### src/rtl/i2c_pkg.sv
// rtl/i2c_pkg.sv - opcodes, FSM states and quarter-phase bus drive table for the I2C bit engine
package i2c_pkg;

    localparam logic [1:0] INST_START_TX   = 2'd0;
    localparam logic [1:0] INST_STOP_TX    = 2'd1;
    localparam logic [1:0] INST_READ_BYTE  = 2'd2;
    localparam logic [1:0] INST_WRITE_BYTE = 2'd3;

    localparam logic [1:0] Q0 = 2'd0;
    localparam logic [1:0] Q1 = 2'd1;
    localparam logic [1:0] Q2 = 2'd2;
    localparam logic [1:0] Q3 = 2'd3;

    localparam logic [3:0] LAST_DATA_BIT = 4'd7;
    localparam logic [3:0] ACK_BIT       = 4'd8;

    typedef enum logic [2:0] {
        ST_IDLE,
        ST_START,
        ST_STOP,
        ST_BIT,
        ST_DONE
    } state_t;

    // Returns {scl_oe, sda_oe} for quarter q of a primitive; bit_pull is the SDA level held through a BIT slot
    function automatic logic [1:0] quarter_drive(input state_t st, input logic [1:0] q, input logic bit_pull);
        logic [1:0] d;
        d = 2'b00;
        case (st)
            ST_START: d = (q == Q2) ? 2'b01 : ((q == Q3) ? 2'b11 : 2'b00);
            ST_STOP:  d = (q == Q0) ? 2'b11 : ((q == Q3) ? 2'b00 : 2'b01);
            ST_BIT:   d = {(q == Q0) || (q == Q3), bit_pull};
            default:  d = 2'b00;
        endcase
        return d;
    endfunction

    function automatic state_t cmd_state(input logic [1:0] inst);
        state_t st;
        case (inst)
            INST_START_TX:   st = ST_START;
            INST_STOP_TX:    st = ST_STOP;
            INST_READ_BYTE:  st = ST_BIT;
            INST_WRITE_BYTE: st = ST_BIT;
            default:         st = ST_BIT;
        endcase
        return st;
    endfunction

endpackage

### src/rtl/i2c_quarter_tick.sv
// rtl/i2c_quarter_tick.sv - CLK_DIV prescaler giving a one-cycle tick at the end of each quarter plus the quarter index
module i2c_quarter_tick #(
    parameter int CLK_DIV = 63
) (
    input  logic       clk,
    input  logic       rst_n,
    input  logic       run,
    input  logic       freeze,
    output logic       tick,
    output logic [1:0] quarter
);

    localparam logic [15:0] TERMINAL = 16'(CLK_DIV - 1);

    logic [15:0] count;

    assign tick = run && !freeze && (count == TERMINAL);

    always_ff @(posedge clk or negedge rst_n) begin
        if (!rst_n) begin
            count   <= '0;
            quarter <= '0;
        end else if (!run) begin
            count   <= '0;
            quarter <= '0;
        end else if (!freeze) begin
            if (tick) begin
                count   <= '0;
                quarter <= quarter + 2'd1;
            end else begin
                count <= count + 16'd1;
            end
        end
    end

endmodule

### src/rtl/i2c_bit_engine.sv
// rtl/i2c_bit_engine.sv - I2C master bit engine (START/STOP/READ/WRITE byte); I2C_CLK_STRETCH_EN enables slave clock stretching
module i2c_bit_engine
    import i2c_pkg::*;
#(
    parameter int CLK_DIV = 63
) (
    input  logic       clk,
    input  logic       rst_n,
    input  logic [1:0] instruction,
    input  logic       enable,
    input  logic [7:0] byte_in,
    input  logic       read_ack,
    output logic       complete,
    output logic       error,
    output logic [7:0] byte_out,
    output logic       scl_oe,
    output logic       sda_oe,
    input  logic       scl_in,
    input  logic       sda_in
);

    state_t     state, state_nx;
    logic       tick, run, freeze, last_quarter;
    logic [1:0] quarter;
    logic       is_write, ack_pull;
    logic [7:0] tx_byte;
    logic [6:0] rx_shift;
    logic [3:0] bit_idx;

    assign run          = (state == ST_START) || (state == ST_STOP) || (state == ST_BIT);
    assign last_quarter = tick && (quarter == Q3);
    assign complete     = (state == ST_IDLE) || (state == ST_DONE);

`ifdef I2C_CLK_STRETCH_EN
    // Hold the phase while a slave keeps SCL low after we released it
    assign freeze = ((state == ST_BIT) || (state == ST_STOP)) && ((quarter == Q1) || (quarter == Q2))
                    && !scl_oe && !scl_in;
`else
    logic unused_scl_in;
    assign unused_scl_in = scl_in;
    assign freeze        = 1'b0;
`endif

    i2c_quarter_tick #(.CLK_DIV(CLK_DIV)) u_tick (
        .clk     (clk),
        .rst_n   (rst_n),
        .run     (run),
        .freeze  (freeze),
        .tick    (tick),
        .quarter (quarter)
    );

    // SDA pull level of bit slot idx: data bits MSB first, slot 8 is the ACK slot
    function automatic logic slot_pull(input logic wr, input logic [7:0] data, input logic ack,
                                       input logic [3:0] idx);
        logic [2:0] pos;
        pos = 3'd7 - idx[2:0];
        if (idx == ACK_BIT) return !wr && ack;
        return wr && !data[pos];
    endfunction

    always_ff @(posedge clk or negedge rst_n) begin
        if (!rst_n) state <= ST_IDLE;
        else        state <= state_nx;
    end

    always_comb begin
        state_nx = state;
        case (state)
            ST_IDLE:           if (enable) state_nx = cmd_state(instruction);
            ST_START, ST_STOP: if (last_quarter) state_nx = ST_DONE;
            ST_BIT:            if (last_quarter && (bit_idx == ACK_BIT)) state_nx = ST_DONE;
            ST_DONE:           if (!enable) state_nx = ST_IDLE;
            default:           state_nx = ST_IDLE;
        endcase
    end

    // Pad drives are registered and loaded at each quarter boundary so they never glitch
    always_ff @(posedge clk or negedge rst_n) begin
        if (!rst_n) begin
            scl_oe   <= 1'b0;
            sda_oe   <= 1'b0;
            error    <= 1'b0;
            byte_out <= '0;
            is_write <= 1'b0;
            ack_pull <= 1'b0;
            tx_byte  <= '0;
            rx_shift <= '0;
            bit_idx  <= '0;
        end else begin
            case (state)
                ST_IDLE: if (enable) begin
                    is_write <= (instruction == INST_WRITE_BYTE);
                    tx_byte  <= byte_in;
                    ack_pull <= read_ack;
                    error    <= 1'b0;
                    bit_idx  <= '0;
                    {scl_oe, sda_oe} <= quarter_drive(cmd_state(instruction), Q0,
                        slot_pull(instruction == INST_WRITE_BYTE, byte_in, read_ack, 4'd0));
                end
                ST_START, ST_STOP, ST_BIT: if (tick) begin
                    if ((state == ST_BIT) && (quarter == Q1)) begin
                        if (bit_idx == ACK_BIT) begin
                            if (is_write && sda_in) error <= 1'b1;
                        end else if (!is_write) begin
                            rx_shift <= {rx_shift[5:0], sda_in};
                            if (bit_idx == LAST_DATA_BIT) byte_out <= {rx_shift, sda_in};
                        end
                    end
                    if (quarter != Q3) begin
                        {scl_oe, sda_oe} <= quarter_drive(state, quarter + 2'd1,
                            slot_pull(is_write, tx_byte, ack_pull, bit_idx));
                    end else if ((state == ST_BIT) && (bit_idx != ACK_BIT)) begin
                        bit_idx <= bit_idx + 4'd1;
                        {scl_oe, sda_oe} <= quarter_drive(ST_BIT, Q0,
                            slot_pull(is_write, tx_byte, ack_pull, bit_idx + 4'd1));
                    end
                end
                default: ;
            endcase
        end
    end

endmodule

### config.mk
export PLATFORM = sky130hd
export DESIGN_NAME = i2c_bit_engine
export DESIGN_NICKNAME = d
export VERILOG_FILES = /design/src/rtl/i2c_pkg.sv /design/src/rtl/i2c_quarter_tick.sv /design/src/rtl/i2c_bit_engine.sv
export SDC_FILE = /design/constraint.sdc
export NUM_CORES = 1
export LEC_CHECK = 0
export BUFFER_PORTS_ARGS = -buffer_cell sky130_fd_sc_hd__buf_2
export CORE_MARGIN = 2
export CORE_UTILIZATION = 45
export CTS_CLUSTER_SIZE = 25
export DETAILED_ROUTE_END_ITERATION = 6
export PLACE_DENSITY = 0.68
export REMOVE_ABC_BUFFERS = 1
export SLEW_MARGIN = 15
export SYNTH_ARGS = -nofsm -noshare
export SYNTH_HDL_FRONTEND = slang
export SYNTH_SLANG_ARGS = --single-unit
### constraint.sdc
create_clock -name clk -period 2.15 [get_ports clk]
set_input_delay 0.645 -clock clk [delete_from_list [all_inputs] [get_ports clk]]
set_output_delay 0.645 -clock clk [all_outputs]
set_load 0.05 [all_outputs]
==> results of run 1 <==
synthesized netlist by cell type (2+ instances only):
master	n	area, µm²
sky130_fd_sc_hd__dfrtp_1	53	1330
sky130_fd_sc_hd__mux2_2	26	293
sky130_fd_sc_hd__nor2_1	25	93.8
sky130_fd_sc_hd__inv_1	11	41.3
sky130_fd_sc_hd__nand3_1	11	55.1
sky130_fd_sc_hd__nand2_1	10	37.5
sky130_fd_sc_hd__o21ai_0	10	50.1
sky130_fd_sc_hd__ha_1	9	113
sky130_fd_sc_hd__xor2_1	9	78.8
sky130_fd_sc_hd__clkbuf_1	8	30.0
sky130_fd_sc_hd__a21oi_1	6	30.0
sky130_fd_sc_hd__nor3_1	5	25.0
sky130_fd_sc_hd__xnor2_1	5	43.8
sky130_fd_sc_hd__mux4_2	4	90.1
sky130_fd_sc_hd__and4_1	3	26.3
sky130_fd_sc_hd__o211ai_1	3	22.5
sky130_fd_sc_hd__or3_1	3	18.8
sky130_fd_sc_hd__a211oi_1	2	15.0
sky130_fd_sc_hd__and3_1	2	12.5
sky130_fd_sc_hd__and3b_1	2	17.5
sky130_fd_sc_hd__mux2i_1	2	20.0
sky130_fd_sc_hd__nand3b_1	2	15.0
sky130_fd_sc_hd__nand4_1	2	12.5
sky130_fd_sc_hd__nor2b_1	2	12.5
sky130_fd_sc_hd__nor4_4	2	42.5
sky130_fd_sc_hd__o31ai_1	2	15.0
registers in the layout, indices dropped and copies added (netlist names):
signal and flops:
ack_pull 1, rx_shift 7, sda_oe 1, bit_idx 4, is_write 1, error 1
scl_oe 1, state 3, u_tick.quarter 2, u_tick.count 16, tx_byte 8, byte_out 8
timing repair:
item	in CTS	in global routing
hold buffers	0	0
resized for setup	1	4
setup endpoints to repair	6	11
setup buffers	0	0
pin swaps	0	2
routing by layer:
| metal | global-route usage, % | vias up | part of all wire [%] |
|---|---|---|---|
| li1 | - | 952 | - |
| met1 | 23.8 | 969 | 48 |
| met2 | 27.0 | 56 | 47 |
| met3 | 3.37 | 4 | 4.7 |
| met4 | 4.67 | 0 | 0.32 |
| met5 | 0 | - | 0 |
worst paths after layout:
| kind | startpoint | to | slack (ns) | depth (start not counted) |
|---|---|---|---|---|
| setup / recovery | state[0] | complete | 0.08 | 4 |
| hold / removal | rst_n | u_tick.count[1] | 0.31 | 2 |
| setup reg to reg | u_tick.count[0] | scl_oe | 0.11 | 7 |
| hold reg to reg | byte_out[2] | byte_out[2] | 0.51 | 1 |
| max in group asynchronous | rst_n | bit_idx[1] | 1.60 | 2 |
| min in group clk | byte_out[2] | byte_out[2] | 0.51 | 1 |
worst max-delay path: cells and delay by family, from the launching register on:
kind / cells / cell delay [ns]
buf+inv: 3 / 0.56
simple gates: 1 / 0.13
flops: 1 / 0.43
final cells by class:
| class | instances | area [µm²] | area share (%) |
|---|---|---|---|
| Clock buffer | 6 | 72.6 | 2.24 |
| Clock inverter | 2 | 38.8 | 1.20 |
| Tap cell | 75 | 93.8 | 2.89 |
| Multi-Input combinational cell | 169 | 1380 | 42.5 |
| Timing Repair Buffer | 45 | 292 | 8.99 |
| Sequential cell | 53 | 1330 | 40.9 |
| Inverter | 11 | 41.3 | 1.27 |
per-stage QoR:
stage | worst slack [ns] | util (%) | cells | hold WS (ns) | TNS [ns]
finish | 0.0808 | 54.8 | 361 | 0.313 | 0
floorplan | -0.441 | - | 233 | 0.349 | -2.68
global route | 0.00429 | 54.8 | 361 | 0.327 | 0
global placement | 0.0587 | 52.4 | 353 | 0.484 | 0
CTS | 0.000967 | 54.4 | 361 | 0.321 | 0
detailed placement | 0.00748 | 52.4 | 353 | 0.493 | 0
cells by family (layout without fill, tap and decap cells):
kind of cell	count (synthesis)	count (layout)
mux	32	32
fa+ha+maj	9	9
xor+xnor	14	14
flops	53	53
simple gates	77	77
compound gates	37	37
buf+inv	19	64
power by group:
part / internal (mW) / leakage [nW] / switching, mW
clock: 0.350 / 0.0554 / 0.328
combinational: 0.659 / 0.735 / 0.752
sequential: 1.19 / 0.703 / 0.192
==> results.md, run 1 <==
Worst setup path:
- The critical path is of the register to primary output type.
- The type of element launching the critical path is a register.
- STA classifies the critical path endpoint as a primary output.
- Walking the worst path, the cells encountered are buf_4 -> nor2_1 -> buf_4 -> clkbuf_4.
- The slowest stage of the critical path belongs to the cell sky130_fd_sc_hd__dfrtp_1.
- The worst path required time is 1.50 ns.
- The worst stage delay on the critical path is 0.43 ns.
- The maximum fanout encountered on the critical timing path is 6.
- Data on the critical path arrives at its endpoint at 1.42 ns.
- In this design, the critical path's most frequently occurring cell is sky130_fd_sc_hd__buf_4.

Die:
- The die is 82.2 µm tall.
- The effective utilization at floorplan is 46.5%.
- The core area is 0.00592 mm².
- The area of the die is 0.00676 mm².
- 28 I/O pins were placed.
- In this run the horizontal extent of the chip is 82.2 µm.
- The standard-cell row count is 28.

CTS:
- The total clock sinks is 53.
- The total number of H-tree levels is 2.
- The number of clock buffers added by TritonCTS is 5.
- The number of buffers on the longest clock path is 2.
- The clock reaches the later pin of the worst-skew pair after 0.31 ns.
- TritonCTS built the clock tree.
- The cell at the root of the clock tree is sky130_fd_sc_hd__clkbuf_8.
- The clock transition at the registers of the reported paths is 0.10 ns.

Job:
- Across the run, the number of max-cap violations was 0.

Global route:
- In the global route stage, overall resource usage came out at 17.0%.
- The initial antenna violation count is 0.
- The pin count of the biggest net entering global routing is 54.
- The number of global-route vias before repair is 1875.
- The total congestion overflow is 0.
- The first-pass GRT wire length is 8870 µm.

Synth:
- Of the total synthesized cell area, the portion taken by full adders, half adders and majority gates is 4.09%.
- The synthesized design contains 0 enable-type register cells.
- The area fraction in compound gates after synthesis is 9.45%.
- The post-synthesis instance area is 0.00276 mm².
- The dominant synthesized flop cell is sky130_fd_sc_hd__dfrtp_1.
- The simple-gate share of the synthesized area is 16.7%.
- The mux share of post-synthesis cell area is 14.6%.
- The share of the Yosys chip area taken by registers is 48.1%.
- The Yosys step of the flow raised 0 warnings.
- The dominant combinational cell family by area after synthesis is simple AND/OR/NAND/NOR gates.
- Of the total synthesized cell area, the portion taken by XOR and XNOR cells is 4.45%.
- The share of flip-flops with an asynchronous set or reset after synthesis is 100%.
- The gate count after technology mapping is 241.
- The number of unique standard cell types used by synthesis is 48.
- The number of synthesized register bits is 53.
- The synthesized area per cell is 11.4 µm².

Finish:
- The share of cells above drive strength 1 is 32.2%.
- The number of antenna diodes in the final layout is 0.
- The growth of design area from synthesis to finish is 17.7%.
- The finished cells cover 0.00324 mm².
- Leaving out fill and tap cells, the most frequent cells in the layout are sky130_fd_sc_hd__dfrtp_1 (53), sky130_fd_sc_hd__mux2_2 (26), sky130_fd_sc_hd__nor2_1 (25), sky130_fd_sc_hd__buf_2 (25), sky130_fd_sc_hd__buf_4 (17).
- The leading cell type in the layout, fill and taps excluded is sky130_fd_sc_hd__dfrtp_1.
- For this run, the post-layout net count is 310.
- The layout has 512 filler cells.

Route:
- The final routed DRC violation total is 0.
- After detailed routing, the average wire length per cell comes to 14.7 µm.
- The total number of vias is 1981.
- After detailed routing, the number of vias per cell comes to 5.49.
- The iteration count of the initial detailed-routing pass is 4.
- The first-iteration detailed-routing DRC count is 142.
- The routed design has 5310 µm of wire.
- The post-route antenna net violation count is 0.

Power and ir drop:
- IR analysis of the VDD net gives a maximum drop of 765 µV.
- For this design the ratio of total power to cell area is 1070 mW/mm².
- The sum of internal, switching and leakage power is 3.47 mW.
- In this run the static leakage power is 1.49 nW.

Timing:
- The max-slew violation count was 0.
- Setup repair after global routing left no endpoint under its margin.
- The setup-violating endpoint count in the final report is 0.
- For the pin with the worst max-slew slack, the measured transition is 0.590 ns.
- Static timing analysis puts the maximum clock frequency at 483 MHz.
- The final critical path takes up 96.2% of the cycle.
- The hold violation total from the final report is 0.
- The clock arrives with 0.0120 ns of skew.
- The headroom to the max-slew limit is 60.5%.
- Subtracting the final worst setup slack from the clock period gives 2.07 ns.

Place:
- The count of input and output buffers is 26.
- The weighted congestion reported at the end of routability-driven placement is 0.863.
- The area of placed instances is 0.00310 mm².
- The wire-length estimate of the detail-placed layout is 3770 µm.

Hold path:
- The worst hold-check path type is input pin to asynchronous set/reset pin.

Run status:
- The run finished with clean final reports.
Note: power is estimated with default switching activity, not from simulation.
==> run 2: changes to the inputs <==
--- a/config.mk
+++ b/config.mk
@@ -11,7 +11,6 @@
 export CTS_CLUSTER_SIZE = 25
 export DETAILED_ROUTE_END_ITERATION = 6
 export PLACE_DENSITY = 0.68
-export REMOVE_ABC_BUFFERS = 1
 export SLEW_MARGIN = 15
 export SYNTH_ARGS = -nofsm -noshare
 export SYNTH_HDL_FRONTEND = slang
==> run 2 against run 1 <==
Wire length down 3.8%. Count of clock-buffer cells in the layout down 1. Clock power up 2%. Die area unchanged. Sequential power about the same. Critical path type is now register to register.
==> results.md, run 2 (synthesis results as in run 1) <==
Run status:
- The flow ran to the end, and the final reports show no timing, DRC or antenna violations.

CTS:
- The clock transition at the registers of the reported paths is 0.10 ns (about the same).
- The total clock sinks is 53 (unchanged).
- The source-to-sink clock delay at the later pin of the worst-skew pair is 0.31 ns (about the same).
- The CTS tree is yes.
- The total number of H-tree levels is 2 (unchanged).
- The number of buffers inserted during clock tree synthesis was 5 (unchanged).
- The total of hold buffers inserted after clock tree synthesis was 0 (unchanged).
- The number of buffers on the longest clock path came to 2 (unchanged).
- The cell at the root of the clock tree is sky130_fd_sc_hd__clkbuf_8.

Global route:
- The initial antenna violation count is 0 (unchanged).
- The total congestion overflow came to 0 (unchanged).
- The pin count of the biggest net entering global routing came to 54 (unchanged).
- The number of global-route vias before repair is 1860 (-0.80%).
- The first-pass GRT wire length came to 8570 µm (-3.3%).
- The overall track demand over capacity in global routing was 16.8% (-0.29 points).

Worst setup path:
- The arrival time at the worst endpoint is 2.25 ns (+0.83 ns).
- The worst setup path is of the register to register kind.
- The maximum fanout encountered on the critical timing path is 4 (-2).
- STA classifies the critical path startpoint as a register.
- STA classifies the critical path endpoint as a register.
- The number of cells traversed by the worst register-to-register path is 7 (unchanged).
- The worst path required time is 2.35 ns (+0.85 ns).

Timing:
- The max-slew violation count came to 0 (unchanged).
- The headroom to the max-slew limit is 67.0% (+6.5 points).
- The maximum clock frequency is 487 MHz (+0.70%).
- The setup-violating endpoint count in the final report came to 0 (unchanged).
- The minimum clock period after layout is 2.05 ns (-0.0143 ns).
- The actual transition at the worst max-transition pin is 0.493 ns (-0.0970 ns).
- The share of the clock period used by the worst path is 95.6% (-0.67 points).
- Setup repair after global routing could not meet its margin everywhere.
- The worst setup skew after layout is 0.00621 ns (-0.00577 ns).
- The hold violation total from the final report is 0 (unchanged).

Finish:
- In the layout the commonest cells are sky130_fd_sc_hd__dfrtp_1 (53), sky130_fd_sc_hd__mux2_2 (26), sky130_fd_sc_hd__buf_2 (26), sky130_fd_sc_hd__nor2_1 (24), sky130_fd_sc_hd__buf_4 (16).
- The count of fill cells added during filler insertion is 525 (+2.5%).
- The summed area of non-filler cells in the final layout came to 0.00323 mm² (-0.46%).
- The final net count came to 309 (-0.32%).
- The share of cells above drive strength 1 was 32.6% (+0.46 points).
- The largest registers in the layout are u_tick.count: 16 flops, byte_out: 8 flops, tx_byte: 8 flops.
- The largest register by flop count is u_tick.count.
- Compared with the post-synthesis result, the final layout area differs by 17.1%.
- The register area came to 0.00133 mm² (unchanged).
- The number of flip-flops in the largest register is 16 (unchanged).
- Leaving out fill and tap cells, the most frequent cell in the layout is sky130_fd_sc_hd__dfrtp_1.
- The combined area of the multi-input logic cells is 0.00137 mm² (-0.45%).
- The post-layout utilization of the core is 54.5% (-0.25 points).
- The antenna diode count was 0 (unchanged).
- The final standard cell count with taps included and fillers excluded is 360 (-0.28%).

Power and ir drop:
- The portion of total power attributed to sequential cells is 39.9% (about the same).
- The net switching power is 1.26 mW (-0.97%).
- The internal portion of total power is 2.18 mW (-0.84%).
- The power per cell area is 1070 mW/mm² (-0.43%).
- The switching part of the total is 36.6% (about the same).
- The combinational cell fraction of total power is 40.0% (-0.6 points).
- The standby leakage power came to 1.49 nW (-0.21%).
- The highest ir drop seen on vdd was 726 µV (-5.1%).
- The clock network fraction of design power is 20.1% (+0.6 points).

Die:
- The number of placed I/O pins was 28 (unchanged).
- The effective utilization at floorplan is 46.5% (unchanged).
- The standard-cell row count is 28 (unchanged).
- The core area is 0.00592 mm² (unchanged).
- The chip height came to 82.2 µm (unchanged).
- The area of the die is 0.00676 mm² (unchanged).
- The chip width was 82.2 µm (unchanged).

Place:
- The estimated wirelength of the detail-placed design is 3600 µm (-4.5%).
- The number of placed instances with taps included was 352 (-0.28%).
- The area of placed instances is 0.00310 mm² (unchanged).
- The weighted congestion reported at the end of routability-driven placement is 0.816 (-5.4%).
- The count of input and output buffers is 26 (unchanged).

Route:
- The iteration count of the initial detailed-routing pass came to 4 (unchanged).
- The first-iteration detailed-routing DRC count came to 95 (-33%).
- The sum of routed wire length over all layers was 5110 µm (-3.8%).
- The routed via count divided by cell count was 5.42 (-1.2%).
- The post-route antenna net violation count was 0 (unchanged).
- The average wire per standard cell is 14.2 µm (-3.5%).
- The total number of vias was 1951 (-1.5%).
- The final routed DRC violation total is 0 (unchanged).

Hold path:
- The worst hold path belongs to the class input pin to asynchronous set/reset pin.

Synth:
- Synthesis produced a netlist with a net count of 266.

Job:
- The number of max-cap violations is 0 (unchanged).
-- run 2: power by group through the flow --
stage	Combinational [mW]	Sequential, mW	Clock, mW
5_1_grt	1.51	1.40	0.754
2_1_floorplan	0.944	1.41	0
6_report	1.38	1.37	0.692
3_3_place_gp	1.34	1.38	0
3_5_place_dp	1.37	1.39	0
4_1_cts	1.37	1.37	0.716
-- run 2: cell type report --
cell class,count,area share [%]
Inverter,11,1.28
Sequential cell,53,41.1
Clock inverter,3,1.36
Clock buffer,5,2.13
Timing Repair Buffer,44,8.72
Multi-Input combinational cell,169,42.5
Tap cell,75,2.91
-- run 2: path summary, 6_finish.rpt --
path / end / slack, ns / start
setup / recovery: state[1] / 0.1 / bit_idx[0]
max in group asynchronous: is_write / 1.59 / rst_n
setup reg to reg: state[1] / 0.1 / bit_idx[0]
hold reg to reg: byte_out[6] / 0.51 / byte_out[6]
min in group clk: byte_out[6] / 0.51 / byte_out[6]
hold / removal: u_tick.count[0] / 0.30 / rst_n
-- run 2: repair_timing --
| item | in CTS | in global routing |
|---|---|---|
| setup endpoints to repair | 0 | 11 |
| buffers inserted | 0 | 0 |
| gates resized for setup | 0 | 3 |
-- run 2: layer usage --
layer | global-route usage [%] | part of all wire, % | vias to the layer above
met5 | 0 | 0 | -
met4 | 6.00 | 1.5 | 0
met3 | 3.15 | 3.9 | 7
met2 | 27.3 | 47 | 38
met1 | 22.3 | 48 | 955
li1 | - | - | 951
-- run 2: critical path: stages, from the launching register on --
cell                       delay (ns)
sky130_fd_sc_hd__dfrtp_1         0.36
sky130_fd_sc_hd__inv_1           0.07
sky130_fd_sc_hd__ha_1            0.22
sky130_fd_sc_hd__and3b_1         0.25
sky130_fd_sc_hd__o21ai_0         0.26
sky130_fd_sc_hd__a221oi_2        0.11
sky130_fd_sc_hd__o211ai_1        0.30
sky130_fd_sc_hd__mux2_2          0.38
-- run 2: per-stage QoR --
step                setup TNS [ns]  setup slack, ns  hold slack, ns  power [mW]
global placement                 0           0.0741           0.485        2.72
detailed placement               0           0.0384           0.490        2.75
floorplan                        0          0.00181           0.349        2.36
global route                -0.163          -0.0290           0.311        3.66
CTS                              0           0.0157           0.323        3.46
finish                           0           0.0951           0.302        3.44
==> run 3: changes to the inputs <==
--- a/config.mk
+++ b/config.mk
@@ -5,6 +5,7 @@
 export SDC_FILE = /design/constraint.sdc
 export NUM_CORES = 1
 export LEC_CHECK = 0
+export ABC_AREA = 1
 export BUFFER_PORTS_ARGS = -buffer_cell sky130_fd_sc_hd__buf_2
 export CORE_MARGIN = 2
 export CORE_UTILIZATION = 45
==> run 3 against run 2 <==
Cell count rose by 32%. Count of clock-buffer cells in the layout rose by 1. Register-to-register slack better by 0.21 ns. Total power shrank 4.5%. Synthesized area grew 4.4%. Cell area rose by 0.12%. Sequential share of layout area about the same. Worst hold slack got worse by 0.013 ns. Highest routed layer unchanged.
==> results.md, run 3 <==
Worst setup path:
- The worst path required time is 1.50 ns (-0.85 ns).
- The number of cells traversed by the worst register-to-register path is 8 (+1).
- The worst stage delay on the critical path is 0.44 ns (+0.06 ns).
- The worst reg2reg path endpoint is byte_out[6].
- The worst path buffer plus inverter count is 1 (unchanged).
- The arrival time at the worst endpoint is 1.24 ns (-1.01 ns).
- Grouping stages by cell kind, the critical path spends the most delay in flip-flops.
- Walking the worst path, the cells encountered are nor2_2 -> buf_2.
- The slowest stage of the critical path is the sky130_fd_sc_hd__dfrtp_1 cell.
- The slack of the worst reg-to-reg path is 0.31 ns (+0.21 ns).
- In this run the critical register-to-register path is launched from bit_idx[0].
- The type of the setup path with the least slack is register to primary output.
- The type of element launching the critical path is a register.
- The maximum fanout encountered on the critical timing path is 4 (unchanged).
- The worst setup path is captured at a primary output.

Power and ir drop:
- The highest ir drop seen on vdd is 646 µV (-11%).
- The power per cell area is 1020 mW/mm² (-4.6%).
- The sum of internal, switching and leakage power is 3.29 mW (-4.5%).
- The standby leakage power is 1.56 nW (+4.5%).

Finish:
- The final net count came to 422 (+37%).
- The number of flip-flops in the largest register came to 16 (unchanged).
- The antenna diode count is 0 (unchanged).
- The largest registers in the layout are u_tick.count: 16 flops, byte_out: 8 flops, tx_byte: 8 flops.
- The library cell used most frequently in the layout, excluding fill and tap cells, is sky130_fd_sc_hd__nand2_1.
- The top cell types in the final layout, fill and taps aside, are sky130_fd_sc_hd__nand2_1 (89), sky130_fd_sc_hd__dfrtp_1 (53), sky130_fd_sc_hd__inv_1 (47), sky130_fd_sc_hd__nor2_1 (31), sky130_fd_sc_hd__nand3_1 (30).
- The largest register by flop count is u_tick.count.
- The share of cells above drive strength 1 is 16.6% (-16 points).
- Compared with the post-synthesis result, the final layout area differs by 12.4%.

Timing:
- The setup-violating endpoint count in the final report is 0 (unchanged).
- The final setup TNS is 0 ns (unchanged).
- The share of the clock period used by the worst path is 87.8% (-7.8 points).
- The hold violation total from the final report is 0 (unchanged).
- The actual transition at the worst max-transition pin was 0.485 ns (-0.00794 ns).
- The maximum clock frequency was 530 MHz (+8.9%).
- The headroom to the max-slew limit came to 67.7% (+0.65 points).
- The max-slew violation count is 0 (unchanged).
- The worst setup skew after layout was 0.0121 ns (+0.00593 ns).
- Setup repair after global routing left no endpoint under its margin.
- The minimum clock period after layout is 1.89 ns (-0.168 ns).

Route:
- The iteration count of the initial detailed-routing pass is 4 (unchanged).
- The average wire per standard cell was 11.8 µm (-17%).
- The first-iteration detailed-routing DRC count was 88 (-7.4%).
- The sum of routed wire length over all layers is 5620 µm (+10%).
- The total number of vias was 2358 (+21%).
- The post-route antenna net violation count is 0 (unchanged).
- The routed via count divided by cell count is 4.96 (-8.4%).
- The final routed DRC violation total is 0 (unchanged).

Die:
- The chip width came to 83.9 µm (+2.1%).
- The area of the die is 0.00705 mm² (+4.2%).
- The standard-cell row count is 29 (+3.6%).
- The effective utilization at floorplan was 45.8% (-0.73 points).
- The number of placed I/O pins is 28 (unchanged).
- The core area is 0.00628 mm² (+6.0%).
- The chip height was 83.9 µm (+2.1%).

Run status:
- The flow ran to the end, and the final reports show no timing, DRC or antenna violations.

CTS:
- TritonCTS built the clock tree.
- The total of hold buffers inserted after clock tree synthesis was 0 (unchanged).
- The source-to-sink clock delay at the later pin of the worst-skew pair is 0.30 ns (about the same).
- The total number of H-tree levels is 2 (unchanged).
- The total clock sinks is 53 (unchanged).
- The number of buffers inserted during clock tree synthesis was 5 (unchanged).
- The clock transition at the registers of the reported paths is 0.10 ns (about the same).
- The post-cts gate resize count is 0 (unchanged).
- The number of buffers on the longest clock path was 2 (unchanged).
- The cell at the root of the clock tree is sky130_fd_sc_hd__clkbuf_8.
- The total setup buffers inserted after CTS is 0 (unchanged).

Synth:
- By count the netlist is led by sky130_fd_sc_hd__nand2_1 (89), sky130_fd_sc_hd__dfrtp_1 (53), sky130_fd_sc_hd__inv_1 (47), sky130_fd_sc_hd__nor2_1 (31), sky130_fd_sc_hd__nand3_1 (30).
- The number of enable flip-flop cells after synthesis is 0 (unchanged).
- The number of unique standard cell types used by synthesis is 32 (-33%).
- The synthesized design spends more area on one cell type than any other, namely sky130_fd_sc_hd__dfrtp_1.
- The share of synthesized area occupied by flip-flops and latches is 46.1% (-2.0 points).
- The total nets after synthesis came to 391 (+47%).
- The synthesized area per cell is 7.86 µm² (-31%).
- Yosys instantiated no cell more often than sky130_fd_sc_hd__nand2_1.
- The post-synthesis instance area was 0.00288 mm² (+4.4%).
- The share of flip-flops with an asynchronous set or reset after synthesis was 100% (unchanged).
- The number of synthesized register bits is 53 (unchanged).
- The gate count after technology mapping is 366 (+52%).
- The dominant synthesized flop cell is sky130_fd_sc_hd__dfrtp_1.
- In the post-synthesis netlist, the biggest area contributors are sky130_fd_sc_hd__dfrtp_1 (46%), sky130_fd_sc_hd__nand2_1 (12%), sky130_fd_sc_hd__inv_1 (6.1%), sky130_fd_sc_hd__nand3_1 (5.2%), sky130_fd_sc_hd__nor2_1 (4.0%).
- The total of warnings raised by yosys is 0 (unchanged).
- The area share of the leading cell type in the synthesized netlist is 46.1% (-2.0 points).

Global route:
- The overall track demand over capacity in global routing was 17.5% (+0.70 points).
- The pin count of the biggest net entering global routing is 34 (-37%).
- The initial antenna violation count was 0 (unchanged).
- The number of global-route vias before repair is 2306 (+24%).
- The total congestion overflow is 0 (unchanged).
- The first-pass GRT wire length is 10200 µm (+19%).

Place:
- The count of input and output buffers came to 26 (unchanged).
- The estimated wirelength of the detail-placed design is 4190 µm (+16%).
- The weighted congestion reported at the end of routability-driven placement is 0.852 (+4.4%).

Hold path:
- The worst hold-check path type is input pin to asynchronous set/reset pin.

Job:
- The number of max-cap violations is 0 (unchanged).
run 3: cell type report:
type                            instances  area (µm²)
Sequential cell                        53        1330
Tap cell                               77        96.3
Multi-Input combinational cell        249        1290
Clock inverter                          2        37.5
Timing Repair Buffer                   31         180
Fill cell                             626        3050
Clock buffer                            6        82.6
Inverter                               57         214
run 3: logic make-up (layout without fill, tap and decap cells):
group | Yosys count | in the layout | synth area share [%]
simple gates | 177 | 177 | 27.7
compound gates | 56 | 56 | 11.3
buf+inv | 64 | 96 | 8.88
xor+xnor | 7 | 7 | 2.13
flops | 53 | 53 | 46.1
fa+ha+maj | 9 | 9 | 3.92
run 3: where the power goes:
part	internal [mW]	leakage (nW)	switching (mW)	total [mW]
sequential	1.17	0.704	0.160	1.33
combinational	0.403	0.795	0.842	1.24
clock	0.379	0.0574	0.333	0.712
run 3: layer usage:
| metal | global-route usage [%] | up-vias | share of wire, % |
|---|---|---|---|
| li1 | - | 1242 | - |
| met1 | 24.1 | 1089 | 50 |
| met2 | 29.1 | 25 | 47 |
| met3 | 3.26 | 2 | 2.1 |
| met4 | 3.08 | 0 | 0.41 |
| met5 | 0 | - | 0 |
run 3: worst max-delay path by stage:
stage	to	slack (ns)	from	depth (start not counted)
after floorplan	bit_idx[2]	0.39	state[1]	8
after global placement	byte_out[3]	0.34	bit_idx[0]	8
after detailed placement	byte_out[6]	0.32	bit_idx[0]	8
after CTS	complete	0.26	state[1]	2
after global routing	byte_out[0]	0.12	bit_idx[0]	8
final	complete	0.26	state[1]	2
run 3: through the flow:
step	setup slack [ns]	hold WS, ns	std cells	instance area [µm²]	utilization, %
after detailed placement	0.321	0.464	467	3110	49.6
after floorplan	0.389	0.349	366	2880	-
after global routing	0.122	0.317	475	3230	51.5
after CTS	0.258	0.301	475	3230	51.5
after global placement	0.342	0.461	467	3110	49.6
final	0.263	0.288	475	3230	51.5
